File: config.mk
export PLATFORM = sky130hd
export DESIGN_NAME = oscillator_nco
export DESIGN_NICKNAME = d
export VERILOG_FILES = /design/src/rtl/oscillator_pkg.sv /design/src/rtl/osc_shape.sv /design/src/rtl/oscillator_nco.sv
export SDC_FILE = /design/constraint.sdc
export NUM_CORES = 1
export LEC_CHECK = 0
export CAP_MARGIN = 20
export CELL_PAD_IN_SITES_DETAIL_PLACEMENT = 2
export CELL_PAD_IN_SITES_GLOBAL_PLACEMENT = 2
export CORE_MARGIN = 2
export CORE_UTILIZATION = 27
export DETAILED_ROUTE_END_ITERATION = 10
export PLACE_DENSITY = 0.74
export SLEW_MARGIN = 20
export SYNTH_ARGS = -nofsm -noshare
export SYNTH_HDL_FRONTEND = slang
export SYNTH_SLANG_ARGS = --single-unit
File: constraint.sdc
create_clock -name clk -period 3.2 [get_ports clk]
set_input_delay 0.48 -clock clk [delete_from_list [all_inputs] [get_ports clk]]
set_output_delay 0.48 -clock clk [all_outputs]
set_load 0.05 [all_outputs]
File: src/rtl/oscillator_pkg.sv
// ---------------------------------------------------------------------------
// oscillator_pkg
//   Shared types for the numerically controlled oscillator.
//   - osc_wave_e      : waveform selector encoding used by the control
//                       register and the shaping logic.
//   - osc_wave_decode : maps the raw 2-bit register field onto osc_wave_e.
// ---------------------------------------------------------------------------
package oscillator_pkg;

   typedef enum logic [1:0] {
      OSC_SQUARE_E   = 2'd0,
      OSC_TRIANGLE_E = 2'd1,
      OSC_SAW_E      = 2'd2,
      OSC_SILENT_E   = 2'd3
   } osc_wave_e;

   // All four codes are legal, so the cast never produces an unnamed value.
   function automatic osc_wave_e osc_wave_decode(input logic [1:0] bits_i);
      return osc_wave_e'(bits_i);
   endfunction

endpackage : oscillator_pkg

File: src/rtl/osc_shape.sv
// ---------------------------------------------------------------------------
// osc_shape
//   Purely combinational waveform shaper: turns an accumulator phase into a
//   two's-complement audio sample.
//
//   Ports
//     phase_i  [N_BITS_P]      accumulator phase (unsigned, full circle = 2^N)
//     duty_i   [N_BITS_P]      square-wave high threshold (phase < duty -> high)
//     wave_i   osc_wave_e      waveform selector
//     sample_o [AUDIO_WIDTH_P] signed sample (two's complement bit pattern)
// ---------------------------------------------------------------------------
module osc_shape
   import oscillator_pkg::*;
#(
   parameter int AUDIO_WIDTH_P = 24,
   parameter int N_BITS_P      = 32
) (
   input  logic [N_BITS_P-1:0]      phase_i,
   input  logic [N_BITS_P-1:0]      duty_i,
   input  osc_wave_e                wave_i,
   output logic [AUDIO_WIDTH_P-1:0] sample_o
);

   // Symmetric square levels: +(2^(A-1)-1) and -(2^(A-1)-1), so the wave has
   // no DC offset (the most negative code is deliberately avoided).
   localparam logic [AUDIO_WIDTH_P-1:0] SQ_HIGH_C = {1'b0, {(AUDIO_WIDTH_P-1){1'b1}}};
   localparam logic [AUDIO_WIDTH_P-1:0] SQ_LOW_C  = {1'b1, {(AUDIO_WIDTH_P-2){1'b0}}, 1'b1};

   logic [AUDIO_WIDTH_P-1:0] p_top_w;
   logic [AUDIO_WIDTH_P-1:0] saw_w;
   logic [AUDIO_WIDTH_P-1:0] square_w;
   logic [AUDIO_WIDTH_P-1:0] tri_t_w;
   logic [AUDIO_WIDTH_P-1:0] tri_fold_w;
   logic [AUDIO_WIDTH_P-1:0] triangle_w;

   // Saw: the top bits of the phase are an unsigned ramp; flipping the MSB
   // re-centres it as an offset-binary to two's-complement conversion.
   assign p_top_w = phase_i[N_BITS_P-1 -: AUDIO_WIDTH_P];
   assign saw_w   = {~p_top_w[AUDIO_WIDTH_P-1], p_top_w[AUDIO_WIDTH_P-2:0]};

   assign square_w = (phase_i < duty_i) ? SQ_HIGH_C : SQ_LOW_C;

   // Triangle: take the bits one below the MSB (twice the slope of the saw),
   // mirror them during the second half-period, then re-centre like the saw.
   assign tri_t_w    = phase_i[N_BITS_P-2 -: AUDIO_WIDTH_P];
   assign tri_fold_w = phase_i[N_BITS_P-1] ? ~tri_t_w : tri_t_w;
   assign triangle_w = {~tri_fold_w[AUDIO_WIDTH_P-1], tri_fold_w[AUDIO_WIDTH_P-2:0]};

   always_comb begin
      sample_o = '0;
      case (wave_i)
         OSC_SQUARE_E:   sample_o = square_w;
         OSC_TRIANGLE_E: sample_o = triangle_w;
         OSC_SAW_E:      sample_o = saw_w;
         OSC_SILENT_E:   sample_o = '0;
         default:        sample_o = '0;
      endcase
   end

endmodule : osc_shape

File: src/rtl/oscillator_nco.sv
// ---------------------------------------------------------------------------
// oscillator_nco
//   Phase-accumulator oscillator producing one audio sample per sample-rate
//   strobe, delivered over a valid/ready handshake to the mixer.
//
//   Ports
//     clk                    system clock
//     rst                    synchronous active-high reset
//     fs_strobe              one-cycle sample-rate tick
//     cr_osc_waveform_select waveform code (square/triangle/saw/silent)
//     cr_osc_frequency       phase increment per sample
//     cr_osc_duty_cycle      square-wave high threshold
//     cmd_osc_clear_overflow pulse clearing sr_osc_overflow
//     osc_sample             signed sample to the mixer
//     osc_valid / osc_ready  output handshake
//     sr_osc_overflow        sticky "sample dropped" flag
//
//   Timing: strobe in cycle t -> phase updated at the end of t -> shaped
//   combinationally and registered at the end of t+1 -> osc_valid in t+2.
// ---------------------------------------------------------------------------
module oscillator_nco #(
   parameter int AUDIO_WIDTH_P = 24,
   parameter int N_BITS_P      = 32
) (
   input  logic                     clk,
   input  logic                     rst,
   input  logic                     fs_strobe,
   input  logic [1:0]               cr_osc_waveform_select,
   input  logic [N_BITS_P-1:0]      cr_osc_frequency,
   input  logic [N_BITS_P-1:0]      cr_osc_duty_cycle,
   input  logic                     cmd_osc_clear_overflow,
   output logic [AUDIO_WIDTH_P-1:0] osc_sample,
   output logic                     osc_valid,
   input  logic                     osc_ready,
   output logic                     sr_osc_overflow
);

   import oscillator_pkg::*;

   // ---------------------------------------------------------------------
   // State
   // ---------------------------------------------------------------------
   logic                     init_q,   init_d;     // first cycle after reset
   logic [N_BITS_P-1:0]      phase_q,  phase_d;
   logic [N_BITS_P-1:0]      freq_q,   freq_d;     // shadow controls
   logic [N_BITS_P-1:0]      duty_q,   duty_d;
   osc_wave_e                wave_q,   wave_d;
   logic                     pend_q,   pend_d;     // phase updated last cycle
   logic [AUDIO_WIDTH_P-1:0] sample_q, sample_d;
   logic                     valid_q,  valid_d;
   logic                     ovf_q,    ovf_d;

   logic [N_BITS_P:0]        phase_sum_w;
   logic                     load_shadow_w;
   logic                     transfer_w;
   logic [AUDIO_WIDTH_P-1:0] shaped_w;

   // ---------------------------------------------------------------------
   // Waveform shaping from the current phase and shadow controls
   // ---------------------------------------------------------------------
   osc_shape #(
      .AUDIO_WIDTH_P (AUDIO_WIDTH_P),
      .N_BITS_P      (N_BITS_P)
   ) u_shape (
      .phase_i  (phase_q),
      .duty_i   (duty_q),
      .wave_i   (wave_q),
      .sample_o (shaped_w)
   );

   // Extra top bit catches the carry out of the accumulator (phase wrap).
   assign phase_sum_w = {1'b0, phase_q} + {1'b0, freq_q};
   assign transfer_w  = valid_q && osc_ready;

   // ---------------------------------------------------------------------
   // Next-state logic
   // ---------------------------------------------------------------------
   always_comb begin
      init_d        = 1'b0;
      phase_d       = phase_q;
      freq_d        = freq_q;
      duty_d        = duty_q;
      wave_d        = wave_q;
      pend_d        = fs_strobe;
      sample_d      = sample_q;
      valid_d       = valid_q;
      ovf_d         = ovf_q;
      load_shadow_w = init_q;

      // Accumulator. Shadows only change at a period boundary (wrap) so a
      // waveform never glitches mid-cycle; a zero frequency never wraps, so
      // it must also accept new settings on every strobe or it would stall.
      if (fs_strobe) begin
         phase_d = phase_sum_w[N_BITS_P-1:0];
         if (phase_sum_w[N_BITS_P] || (freq_q == '0)) begin
            load_shadow_w = 1'b1;
         end
      end

      if (load_shadow_w) begin
         freq_d = cr_osc_frequency;
         duty_d = cr_osc_duty_cycle;
         wave_d = osc_wave_decode(cr_osc_waveform_select);
      end

      // Output register. A completed sample is taken whenever the slot is
      // empty or being emptied this cycle; otherwise it is dropped.
      if (pend_q) begin
         if (!valid_q || osc_ready) begin
            sample_d = shaped_w;
            valid_d  = 1'b1;
         end
      end else if (transfer_w) begin
         valid_d = 1'b0;
      end

      // Sticky overflow; a coinciding drop takes precedence over the clear.
      if (cmd_osc_clear_overflow) begin
         ovf_d = 1'b0;
      end
      if (pend_q && valid_q && !osc_ready) begin
         ovf_d = 1'b1;
      end
   end

   // ---------------------------------------------------------------------
   // State registers
   // ---------------------------------------------------------------------
   always_ff @(posedge clk) begin
      if (rst) begin
         init_q   <= 1'b1;
         phase_q  <= '0;
         freq_q   <= '0;
         duty_q   <= '0;
         wave_q   <= OSC_SQUARE_E;
         pend_q   <= 1'b0;
         sample_q <= '0;
         valid_q  <= 1'b0;
         ovf_q    <= 1'b0;
      end else begin
         init_q   <= init_d;
         phase_q  <= phase_d;
         freq_q   <= freq_d;
         duty_q   <= duty_d;
         wave_q   <= wave_d;
         pend_q   <= pend_d;
         sample_q <= sample_d;
         valid_q  <= valid_d;
         ovf_q    <= ovf_d;
      end
   end

   assign osc_sample      = sample_q;
   assign osc_valid       = valid_q;
   assign sr_osc_overflow = ovf_q;

endmodule : oscillator_nco

Word-level counts from Yosys, hierarchy flattened --
Index checks and enable logic that the tools add are counted.
Word-level totals: bits in registers 126, input bits 71, latch bits 0, logic and storage cells 42, output and inout port bits 26, bits in writable memories 0, memories 0, memory bits (read-only) 0
Cells by class: add/sub/neg operators 1, bitwise operators 3, multiply operators 0, reduce and logical (&&, ||, !) cells 13, $lt $le $gt $ge 1, div/mod/pow operators 0, equality and inequality tests 4, muxes and demuxes 11, shift-type cells 0
Operators with widths (number):
- $pmux W24 S4 | 1
- $mux W24 | 2
- $add A32 B32 Y33 | 1
- $logic_not A32 Y1 | 1
- $lt A32 B32 Y1 | 1
- $not A24 Y24 | 1
- $mux W1 | 8
- $eq A2 B2 Y1 const B | 2
- $reduce_and A2 Y1 | 2
- $reduce_bool A2 Y1 | 2
- $logic_and A1 B1 Y1 | 3
- $eq A2 B1 Y1 const B | 1
- $logic_not A1 Y1 | 2
- $logic_not A2 Y1 | 1
- $logic_or A1 B1 Y1 | 2
- $ne A2 B1 Y1 const B | 1
- $not A1 Y1 | 2

Logic depth before layout (Yosys ltp) --
depth in word-level cells 4, depth in mapped cells 11, depth with buffers taken out 9

By module --
From an unflattened synthesis, not the netlist that was laid out.
Unflattened totals: cell total of the unflattened synthesis 1000, area, all modules 8376.8 µm²
Modules (own cells, without submodules):
- oscillator_nco | instances 1, sequential area each 2522.4 µm², area an instance 6712.7 µm², cells each 753
- osc_shape | instances 1, sequential area each 0.0 µm², area an instance 1664.1 µm², cells each 247

Worst setup path after synthesis --
No wires, ideal clock.
path kind flip-flop to flip-flop, from register phase_q[0], to register freq_q[10], slack 0.684 ns, library setup time 0.119 ns, clock period less this slack 2.516 ns, stages on the path, launching flop included 12, data required time 3.081 ns, buffers on the path 2, data arrival time 2.397 ns, cell sequence dfxtp_1 > ha_1 > fa_1 > a21o_1 > a221oi_2 > o31a_2 > o21ba_4 > nor2_4 > o2bb2ai_2 > buf_12 > buf_8 > mux2i_1
On the way: word-level cells in the longest chain between the ends 4
RTL lines:
- from (decl) | RTL line oscillator_nco.sv:44 | logic [N_BITS_P-1:0] phase_q, phase_d;
- from (signal assigned) | RTL line oscillator_nco.sv:142 | phase_q <= phase_d;
- $add A32 B32 Y33 | RTL line oscillator_nco.sv:72 | assign phase_sum_w = {1'b0, phase_q} + {1'b0, freq_q};
- $logic_or A1 B1 Y1 | RTL line oscillator_nco.sv:95 | if (phase_sum_w[N_BITS_P] || (freq_q == '0)) begin
- $mux W1 | RTL line oscillator_nco.sv:95
- $mux W1 | RTL line oscillator_nco.sv:93 | if (fs_strobe) begin
- to (signal assigned) | RTL line oscillator_nco.sv:143 | freq_q <= freq_d;
- to (decl) | RTL line oscillator_nco.sv:45 | logic [N_BITS_P-1:0] freq_q, freq_d;
No other way between the ends. A chain may end at the register's enable or synchronous reset.

Final worst setup path --
from register phase_q[0], to register duty_q[18]
On the way: word-level cells in the longest chain between the ends 4
RTL lines:
- $add A32 B32 Y33 | RTL line oscillator_nco.sv:72
- $logic_or A1 B1 Y1 | RTL line oscillator_nco.sv:95
- $mux W1 | RTL line oscillator_nco.sv:95
- $mux W1 | RTL line oscillator_nco.sv:93
- to (signal assigned) | RTL line oscillator_nco.sv:144 | duty_q <= duty_d;
- to (decl) | RTL line oscillator_nco.sv:46 | logic [N_BITS_P-1:0] duty_q, duty_d;
No other way between the ends.

==> impl_metrics.csv <==
group,metric,value,unit
place,hpwl,20.0,mm
setup_path,crit_type,"register to register",
finish,drive_gt1_share,5.71,%
timing,fin_crit_sh,91.1,%
clock_tree,post-cts-setup-buffers,0,
detailed_routing,drtIter0Drc,377,
clock_tree,cts-hold-fix-buffers,0,
clock_tree,worstSkewPairLatency,430,ps
logic_synthesis,avgSynthCellArea,8.46,µm²
grt,grt_max_degree,97,
setup_path,critPathArrivalTime,3260,ps
pwr,power_leakage,0.00418,µW
pwr,power_density,540,nW/µm²
grt,grt_pass1_wl,44.1,mm
clock_tree,cts_tree,"done",
logic_synthesis,syn_inst,986,
min_path,min_path_cells,2,
finish,antenna_cells,0,
logic_synthesis,ys_ff_latch,126,
outcome,status,"finished, final reports clean",
setup_path,critPathRequiredTime,3540,ps
finish,multi_input_area,5370,µm²
min_path,min_to,"osc_sample[0]",
place,dp.cells,1433,
setup_path,cp-end-kind,"register",
pwr,p_total,5540,µW
place,place_congestion,0.860,
setup_path,r2r_start,"phase_q[0]",
detailed_routing,dr.pass1.iters,5,
grt,antenna_found_initial,0,
die,die-area,32300,µm²
timing,drv_slew,0,
timing,rsz0062_at_grt,"no",
place,pre_cts_ws,371,ps
finish,final.fill_count,3454,
logic_synthesis,synth_edf_count,0,
place,port_buffers,96,
grt,gr-total-overflow,0,
timing,fmaxAchievable,0.343,GHz
logic_synthesis,synth_cell_type_count,58,
clock_tree,numClockSinks,126,
die,design.core.area,30500,µm²
setup_path,reg2reg_depth,10,
timing,worst_slack,285,ps
run,cap_viol_max_count,0,
setup_path,r2r-end,"duty_q[18]",
logic_synthesis,ys_seq_area_share,30.2,%
timing,finClkSkew,16.7,ps
clock_tree,htree_num_levels,4,
logic_synthesis,synthFlopType,"dfxtp_1",
timing,slew_headroom,51.1,%
logic_synthesis,synthesis.area,8340,µm²
min_path,hold_start,"rst",
detailed_routing,drt_wl_total,27.3,mm
grt,grt_util_all_layers,16.9,%
min_path,hold_path.class,"input port to register",
detailed_routing,post_drt_wl_per_cell,18.6,µm
setup_path,cpPeakStageDelay,420,ps
finish,layout_commonest_cell,"nand2b_1",
setup_path,worstPathMaxFanout,52,
timing,worstMarginPinSlew,734,ps
timing,final-setup-viol-count,0,
die,die_w,180,µm
timing,setup_tns,0,ps
clock_tree,cts.clk_slew.worst_paths,60,ps
pwr,ir_drop,0.342,mV
clock_tree,cts_resized,0,
timing,finalHoldViolations,0,
detailed_routing,ant_nets,0,
finish,layout.cells.non_filler,1465,
finish,regArea,2520,µm²
setup_path,r2r_slack,290,ps
logic_synthesis,syn_nets,1121,
logic_synthesis,yosys_warnings,0,
grt,grt_pass1_vias,8137,
setup_path,crit_path_start_kind,"register",
clock_tree,clockBufferDepth,2,
detailed_routing,vias,7348,
finish,fin_util,33.6,%
clock_tree,numCtsBuffers,17,
die,start_util,27.3,%
setup_path,cpMaxStageDelayCell,"fa_1",
detailed_routing,via_per_inst,5.02,
detailed_routing,drc,0,
finish,area_delta_synth_final,22.8,%
clock_tree,root_buffer,"clkbuf_16",
finish,num-nets-final,1191,
finish,final_cell_mix,"nand2b_1 (142), dfxtp_1 (126), clkdlybuf4s50_1 (95), mux2i_1 (80), nor2_1 (73)",
die,die_y,180,µm
logic_synthesis,ys_async_sr_fraction,0,%
die,fp-row-count,64,
die,num_io_pins,97,
setup_path,crit_chain,"ha_1, fa_1, a21o_1, a221oi_2, o31a_2, o21ba_4, nor2_4, o2bb2ai_4, buf_12, mux2i_1",
timing,finalCriticalPeriod,2910,ps
Yosys cell counts, types with 3 or more instances:
cell | number | area, µm²
a211o_1 | 6 | 52.6
nor4_1 | 12 | 75.1
a22oi_1 | 8 | 60.1
and2_1 | 3 | 18.8
inv_1 | 36 | 135
and3_1 | 3 | 18.8
nand2b_1 | 142 | 888
nand3_1 | 29 | 145
nand2_1 | 34 | 128
o211ai_1 | 7 | 52.6
buf_1 | 4 | 15.0
dfxtp_1 | 126 | 2520
o21ai_0 | 69 | 345
a31oi_1 | 5 | 31.3
o221ai_1 | 4 | 35.0
a21oi_1 | 47 | 235
nor2b_1 | 9 | 56.3
o21a_1 | 9 | 67.6
a22o_1 | 18 | 158
a21o_1 | 23 | 173
ha_1 | 63 | 788
buf_12 | 4 | 80.1
a211oi_1 | 4 | 30.0
o31ai_1 | 4 | 30.0
nor3_1 | 9 | 45.0
xnor2_1 | 16 | 140
xor2_1 | 27 | 236
mux2i_1 | 80 | 801
clkbuf_1 | 53 | 199
nor2_1 | 73 | 274
nand4_1 | 23 | 144
worst max-delay path: cells and delay by family (launching register included):
kind                       cells  cell delay (ps)
DFF                            1              320
adders and majority gates      2              650
AOI/OAI and AO/OA              5             1270
muxes                          1              240
buffers and inverters          1              220
and+or+nand+nor                1               60
flip-flops by register name, indices dropped and copies added (netlist names):
name,cells
osc_valid,1
sr_osc_overflow,1
init_q,1
pend_q,1
freq_q,32
duty_q,32
osc_sample,24
wave_q,2
phase_q,32
layer usage:
metal,track usage (%),share of wire [%],vias up
met3,2.88,2.9,35
met4,5.30,1.9,0
met1,21.1,46,3586
li1,-,-,3614
met5,0,0,-
met2,29.6,49,113
cells by family (layout without fill, tap and decap cells):
kind of cell               after synthesis  in the layout  share of synthesized area (%)
buffers and inverters                  101            184                           5.55
muxes                                   80             80                           9.60
AOI/OAI and AO/OA                      225            225                           18.0
adders and majority gates               64             64                           9.69
xor gates and xnor gates                43             43                           4.51
and+or+nand+nor                        347            347                           22.5
DFF                                    126            126                           30.2
power breakdown:
| part | internal, µW | total [µW] | switching [µW] |
|---|---|---|---|
| Combinational | 642 | 1590 | 948 |
| Sequential | 1740 | 1910 | 167 |
| Clock | 1250 | 2040 | 789 |
| Total | 3630 | 5540 | 1900 |
metrics by stage:
| step | area, µm² | hold WS (ps) |
|---|---|---|
| 2_1_floorplan | 8340 | 449 |
| 3_3_place_gp | 9640 | 460 |
| 3_5_place_dp | 9640 | 465 |
| 4_1_cts | 10200 | 442 |
| 5_1_grt | 10200 | 474 |
| 6_report | 10200 | 462 |
final cells by class:
class	instances	area share (%)
clock buffers	20	4.36
clock inverters	12	1.56
inverters	37	1.36
multi-input cells	759	52.4
flip-flops and latches	126	24.6
well taps	396	4.84
repair buffers	115	10.9
worst max-delay path by stage:
| stage | to | start | depth (start not counted) | slack, ps |
|---|---|---|---|---|
| global placement | duty_q[17] | phase_q[0] | 10 | 450 |
| CTS | duty_q[21] | phase_q[0] | 10 | 300 |
| global route | duty_q[18] | freq_q[0] | 10 | 100 |
| detailed placement | duty_q[21] | phase_q[0] | 10 | 370 |
| floorplan | freq_q[10] | phase_q[0] | 11 | 680 |
| finish | duty_q[18] | phase_q[0] | 10 | 290 |
(Power assumes the default switching activity.)
